**src/rtl/uart_tx_arbiter.sv**
```systemverilog
// rtl/uart_tx_arbiter.sv - shares the UART word transmitter between ID, metadata and sample sources
// Optional grant counters and stats_clr port: define UART_TX_ARB_STATS_EN
module uart_tx_arbiter #(
    parameter bit RR_INIT = 1'b0
) (
    input  logic        clk,
    input  logic        rst,
    input  logic        enable,
    input  logic        id_req,
    input  logic        meta_valid,
    input  logic [31:0] meta_data,
    output logic        meta_ready,
    input  logic        smp_valid,
    input  logic [31:0] smp_data,
    input  logic [3:0]  smp_disabled,
    output logic        smp_ready,
    input  logic        tx_busy,
    output logic        tx_write,
    output logic [31:0] tx_wrdata,
    output logic [3:0]  tx_disabledGroups,
    output logic        tx_id,
    output logic        arb_idle
`ifdef UART_TX_ARB_STATS_EN
    ,
    input  logic        stats_clr,
    output logic [15:0] meta_cnt,
    output logic [15:0] smp_cnt,
    output logic [7:0]  id_cnt
`endif
);

    typedef enum logic [1:0] {
        S_IDLE  = 2'd0,
        S_ISSUE = 2'd1,
        S_DRAIN = 2'd2
    } state_t;

    state_t state;
    state_t next_state;
    logic   id_pend;
    logic   rr;
    logic   grant_id;
    logic   grant_meta;
    logic   grant_smp;

    // State register
    always_ff @(posedge clk or posedge rst) begin
        if (rst) begin
            state <= S_IDLE;
        end else begin
            state <= next_state;
        end
    end

    // Next-state and grant decision: pending ID first, then round-robin between streams
    always_comb begin
        next_state = state;
        grant_id   = 1'b0;
        grant_meta = 1'b0;
        grant_smp  = 1'b0;
        case (state)
            S_IDLE: begin
                if (enable && !tx_busy) begin
                    if (id_pend) begin
                        grant_id   = 1'b1;
                        next_state = S_ISSUE;
                    end else if (meta_valid && (!smp_valid || !rr)) begin
                        grant_meta = 1'b1;
                        next_state = S_ISSUE;
                    end else if (smp_valid) begin
                        grant_smp  = 1'b1;
                        next_state = S_ISSUE;
                    end
                end
            end
            S_ISSUE: next_state = S_DRAIN;
            S_DRAIN: begin
                if (!tx_busy) begin
                    next_state = S_IDLE;
                end
            end
            default: next_state = S_IDLE;
        endcase
    end

    // Ready is the grant itself; held low while reset is asserted
    assign meta_ready = grant_meta && !rst;
    assign smp_ready  = grant_smp && !rst;
    assign arb_idle   = (state == S_IDLE) && !id_pend && !meta_valid && !smp_valid;

    // Pending ID flag (a new request wins over the clear) and round-robin pointer
    always_ff @(posedge clk or posedge rst) begin
        if (rst) begin
            id_pend <= 1'b0;
            rr      <= RR_INIT;
        end else begin
            id_pend <= id_req || (id_pend && !grant_id);
            if (grant_meta) begin
                rr <= 1'b1;
            end else if (grant_smp) begin
                rr <= 1'b0;
            end
        end
    end

    // Transmitter-side registers: strobes last exactly the ISSUE cycle, data loads on a stream grant
    always_ff @(posedge clk or posedge rst) begin
        if (rst) begin
            tx_write          <= 1'b0;
            tx_id             <= 1'b0;
            tx_wrdata         <= 32'h0;
            tx_disabledGroups <= 4'h0;
        end else begin
            tx_write <= grant_meta || grant_smp;
            tx_id    <= grant_id;
            if (grant_meta) begin
                tx_wrdata         <= meta_data;
                tx_disabledGroups <= 4'h0;
            end else if (grant_smp) begin
                tx_wrdata         <= smp_data;
                tx_disabledGroups <= smp_disabled;
            end
        end
    end

`ifdef UART_TX_ARB_STATS_EN
    // Saturating grant counters; clear wins over increment
    always_ff @(posedge clk or posedge rst) begin
        if (rst) begin
            meta_cnt <= 16'h0;
            smp_cnt  <= 16'h0;
            id_cnt   <= 8'h0;
        end else if (stats_clr) begin
            meta_cnt <= 16'h0;
            smp_cnt  <= 16'h0;
            id_cnt   <= 8'h0;
        end else begin
            if (grant_meta && (meta_cnt != 16'hFFFF)) begin
                meta_cnt <= meta_cnt + 16'd1;
            end
            if (grant_smp && (smp_cnt != 16'hFFFF)) begin
                smp_cnt <= smp_cnt + 16'd1;
            end
            if (grant_id && (id_cnt != 8'hFF)) begin
                id_cnt <= id_cnt + 8'd1;
            end
        end
    end
`endif

endmodule
```
**config.mk**
```make
export PLATFORM = sky130hd
export DESIGN_NAME = uart_tx_arbiter
export DESIGN_NICKNAME = d
export VERILOG_FILES = /design/src/rtl/uart_tx_arbiter.sv
export SDC_FILE = /design/constraint.sdc
export NUM_CORES = 1
export LEC_CHECK = 0
export CORE_AREA = 2 2 65 112
export CTS_BUF_LIST = sky130_fd_sc_hd__clkbuf_8
export CTS_CLUSTER_DIAMETER = 30
export DETAILED_ROUTE_END_ITERATION = 10
export DIE_AREA = 0 0 67 114
export DONT_BUFFER_PORTS = 1
export PLACE_DENSITY = 0.55
export SETUP_SLACK_MARGIN = 0.1
export SLEW_MARGIN = 20
export SYNTH_ARGS = -nofsm -noshare
export SYNTH_HDL_FRONTEND = slang
export SYNTH_SLANG_ARGS = --single-unit
```
**constraint.sdc**
```tcl
create_clock -name clk -period 4.4 [get_ports clk]
set_input_delay 0.66 -clock clk [delete_from_list [all_inputs] [get_ports clk]]
set_output_delay 0.66 -clock clk [all_outputs]
set_load 0.1 [all_outputs]
```
# Yosys cells after proc, flatten, opt, wreduce, memory -nomap -nowiden
# Cells that the tools add are included.
totals:
  ff_bits: 42
  elab_cells: 57
classes:
  reduce_logical: 21
  n_eq_ne: 5
  muxes: 24
op_table:
  columns: ["cell", "count"]
  rows:
  - ["2-to-1 mux 32 bit", 2]
  - ["2-to-1 mux 1 bit", 14]
  - ["2-to-1 mux 2 bit", 5]
  - ["logical AND 1 bit", 8]
  - ["2-to-1 mux 4 bit", 2]
  - ["logical NOT 1 bit", 7]
  - ["case mux 2 bit (3 select lines)", 1]
  - ["!= test 2 bit, second input constant", 2]
  - ["!= test 4 bit, second input constant", 1]
  - ["logical OR 1 bit", 3]
  - ["AND reduction 3 bit", 1]
  - ["equality test 2 x 1 -> 1 bit, second input constant", 1]
  - ["equality test 2 bit, second input constant", 1]
  - ["logical NOT 2 bit", 1]
  - ["nonzero test 2 bit", 1]

# Logic depth before layout (Yosys ltp)
depth:
  word_depth: 9
  depth_mapped: 5
  depth_no_buf: 3

# Worst setup path after synthesis
# No wires, ideal clock.
synth_path:
  path_kind: "input to output"
  start: "input port smp_valid"
  end: "output port arb_idle"
  slack_ns: -0.290
  arrival_ns: 4.030
  path_buffers: 0
  cell_stages: 2
  t_required_ns: 3.740
  path_cell_list: "nor2_1 > nor4b_1"
synth_between:
  elab_chain_len: 2
synth_rtl:
  columns: ["item", "line_no", "rtl"]
  rows:
  - ["from (decl)", "13", "input logic smp_valid,"]
  - ["logical NOT 1 bit", "89", "assign arb_idle = (state == S_IDLE) && !id_pend && !meta_valid && !smp_valid;"]
  - ["logical AND 1 bit", "89", null]
  - ["to (decl)", "22", "output logic arb_idle"]
# No other way between the ends.

# Worst setup path in the final report
layout_path:
  start: "register state[1]"
  end: "output port meta_ready"
layout_between:
  elab_chain_len: 3
layout_rtl:
  columns: ["item", "line_no", "rtl"]
  rows:
  - ["from (decl)", "38", "state_t state;"]
  - ["from (signal assigned)", "51", "state <= next_state;"]
  - ["logical NOT 2 bit", "61", "case (state)"]
  - ["2-to-1 mux 1 bit", "61", null]
  - ["logical AND 1 bit", "87", "assign meta_ready = grant_meta && !rst;"]
  - ["to (decl)", "12", "output logic meta_ready,"]
# No other way between the ends.

==> metrics.txt <==
Max FO, Critical Path 7; fillers 723; hold crit path type in2async; final period utilization 72.26%; CTS tree done; layout cells sized above 1 57.14%; CTS sink count 42; synthesized area 0.002026 mm^2; clock slew at reported path FFs 0.08 ns; WL/cell 19.47 um; minimum clock period after layout approximately 3.2 ns; r2r startpoint state[1]; Post-CTS Repair Setup Buffers 0; Final Hold Fails 0; vias after detailed routing approximately 1200; placed inst area 0.002148 mm^2; outcome finished, final reports clean; CP startpoint kind flip-flop; Longest Clk Path Bufs 2; Worst Path Required 3.74 ns; Post-Syn Nets 218; Top Ports 116; Num CTS Buffers 5; Worst Setup EP meta_ready; synth unique cells 21; Setup Skew 0.002470 ns; Sequential cell area 0.001051 mm^2; Worst Path Class, Setup reg2out; CTS HTree Levels 2; aggregate global-route resource usage 12.15%; Die Span X 67 um; first-pass GRT wire length around 6.7 mm; Final nets 221; DRT Pass-1 Iters 4; share of the synthesized area in the top cell type 51.88%; CTS resizes 0; GRT overflow 0; Post-synth top flop dfrtp_1; Avg Synthesized Cell Area 14.17 um^2; Via density 5.022; Root Driver clkbuf_8; pre-CTS setup slack 1.350 ns; Worst Setup End Kind output port; worst hold margin 0.3699 ns; clk_lat worst skew approximately 0.29 ns; Finished Cell Area 0.002240 mm^2; R2R depth 4; P&R area growth vs syn 10.56%; number of synthesized flops with an enable pin 0; DRT Wirelength 4.497 mm; Slew @ Worst Pin approximately 0.97 ns; antenna violations before repair 0; critical path arrival between 2 and 3 ns; DRT antenna net count 0; max_cap viols 0; Max Slew Vio Count 0; FF-to-FF End tx_wrdata[15]; Final TNS setup 0 ns; Antenna diodes 0; Cells after Synth 143; r2r setup slk 1.60 ns; Setup violations, final 0; routability cong. 0.7296; Yosys warning total 0; area leader, netlist dfrtp_1; vias in the first global route roughly 1300; I/O Buffers 0; Max Clk Rate 314.5 MHz; Area contributors post-synth dfrtp_1 52%, mux2_2 38%, buf_6 1.7%, nor2b_1 1.2%, clkbuf_1 0.93%; FF+latch count, synth 42; sequential-to-total area share from yosys stat between 50% and 60%; async set or reset register ratio after synthesis 100.0%; hold-fix buffers at CTS 0; max_slew headroom 36.09%; row cnt 40; crit path launch state[1]; Setup WS post-layout approximately 1.2 ns; half-perimeter wire length after detailed placement roughly 3.4 mm; Die Area 0.007638 mm^2; initial core utilization 29.76%; RSZ-0062 raised after global routing no; Core Region 0.006807 mm^2; DRC viols 0; Die Span Y around 110 um; Iter 0 DRT Violations 33; multi-input logic area 935.9 um^2; largest net degree at the start of global routing 43
==> worst min-delay path by stage <==
stage	startpoint	to	cells past startpoint
global placement	rr	rr	1
global route	rst	tx_wrdata[7]	2
floorplan	rr	rr	1
finish	rst	tx_wrdata[7]	2
detailed placement	rr	rr	1
CTS	rst	tx_wrdata[7]	2
==> worst max-delay path: stages, from the launching register on <==
cell and delay, ns:
dfrtp_1 0.44, or4b_1 0.70, nor3_1 0.27, and2_1 0.82
==> area by class of cell <==
| type | count | share of cell area, % |
|---|---|---|
| flip-flops and latches | 42 | 46.93 |
| multi-input cells | 87 | 41.79 |
| well taps | 84 | 4.693 |
| clock buffers | 6 | 3.687 |
| repair buffers | 5 | 1.676 |
| inverters | 5 | 0.8380 |
| clock inverters | 2 | 0.3911 |
==> cells by family (layout without fill, tap and decap cells) <==
group,Yosys count,in the layout,synth area share (%)
compound gates,6,6,2.038
flops,42,42,51.88
mux,68,68,37.80
simple gates,13,13,4.509
buf+inv,14,18,3.768
==> flip-flops by register name, indices dropped and copies added (netlist names) <==
name	flops
id_pend	1
rr	1
state	2
tx_disabledGroups	4
tx_id	1
tx_wrdata	32
tx_write	1
==> metal layers <==
| layer | global-route usage [%] | up-vias | wire (um) |
|---|---|---|---|
| met4 | 6.667 | 0 | 120 |
| met3 | 4.438 | 8 | 356 |
| li1 | - | 512 | - |
| met5 | 0 | - | 0 |
| met2 | 23.04 | 62 | 2699 |
| met1 | 10.25 | 578 | 1320 |
==> stage by stage <==
stage	utilization [%]	std cells
global route	32.90	231
CTS	32.90	231
finish	32.90	231
detailed placement	31.56	223
global placement	31.56	223
floorplan	-	143
==> cells in the mapped netlist (all sizes together), types with 2 or more instances <==
master  number
dfrtp       42
clkbuf       5
buf          4
inv          5
nor2         2
nor3         2
mux2        68
nor2b        4
==> cells in the final DEF (no fill, tap or decap), types with 2 or more instances in the layout <==
master | synthesis | layout
mux2_2 | 68 | 68
dfrtp_1 | 42 | 42
clkbuf_8 | 0 | 6
inv_1 | 5 | 5
buf_4 | 0 | 5
nor2b_1 | 4 | 4
nor2_1 | 2 | 2
Power is not shown: default switching activity piles up to over one toggle a cycle in this logic, so the estimate is an artifact.
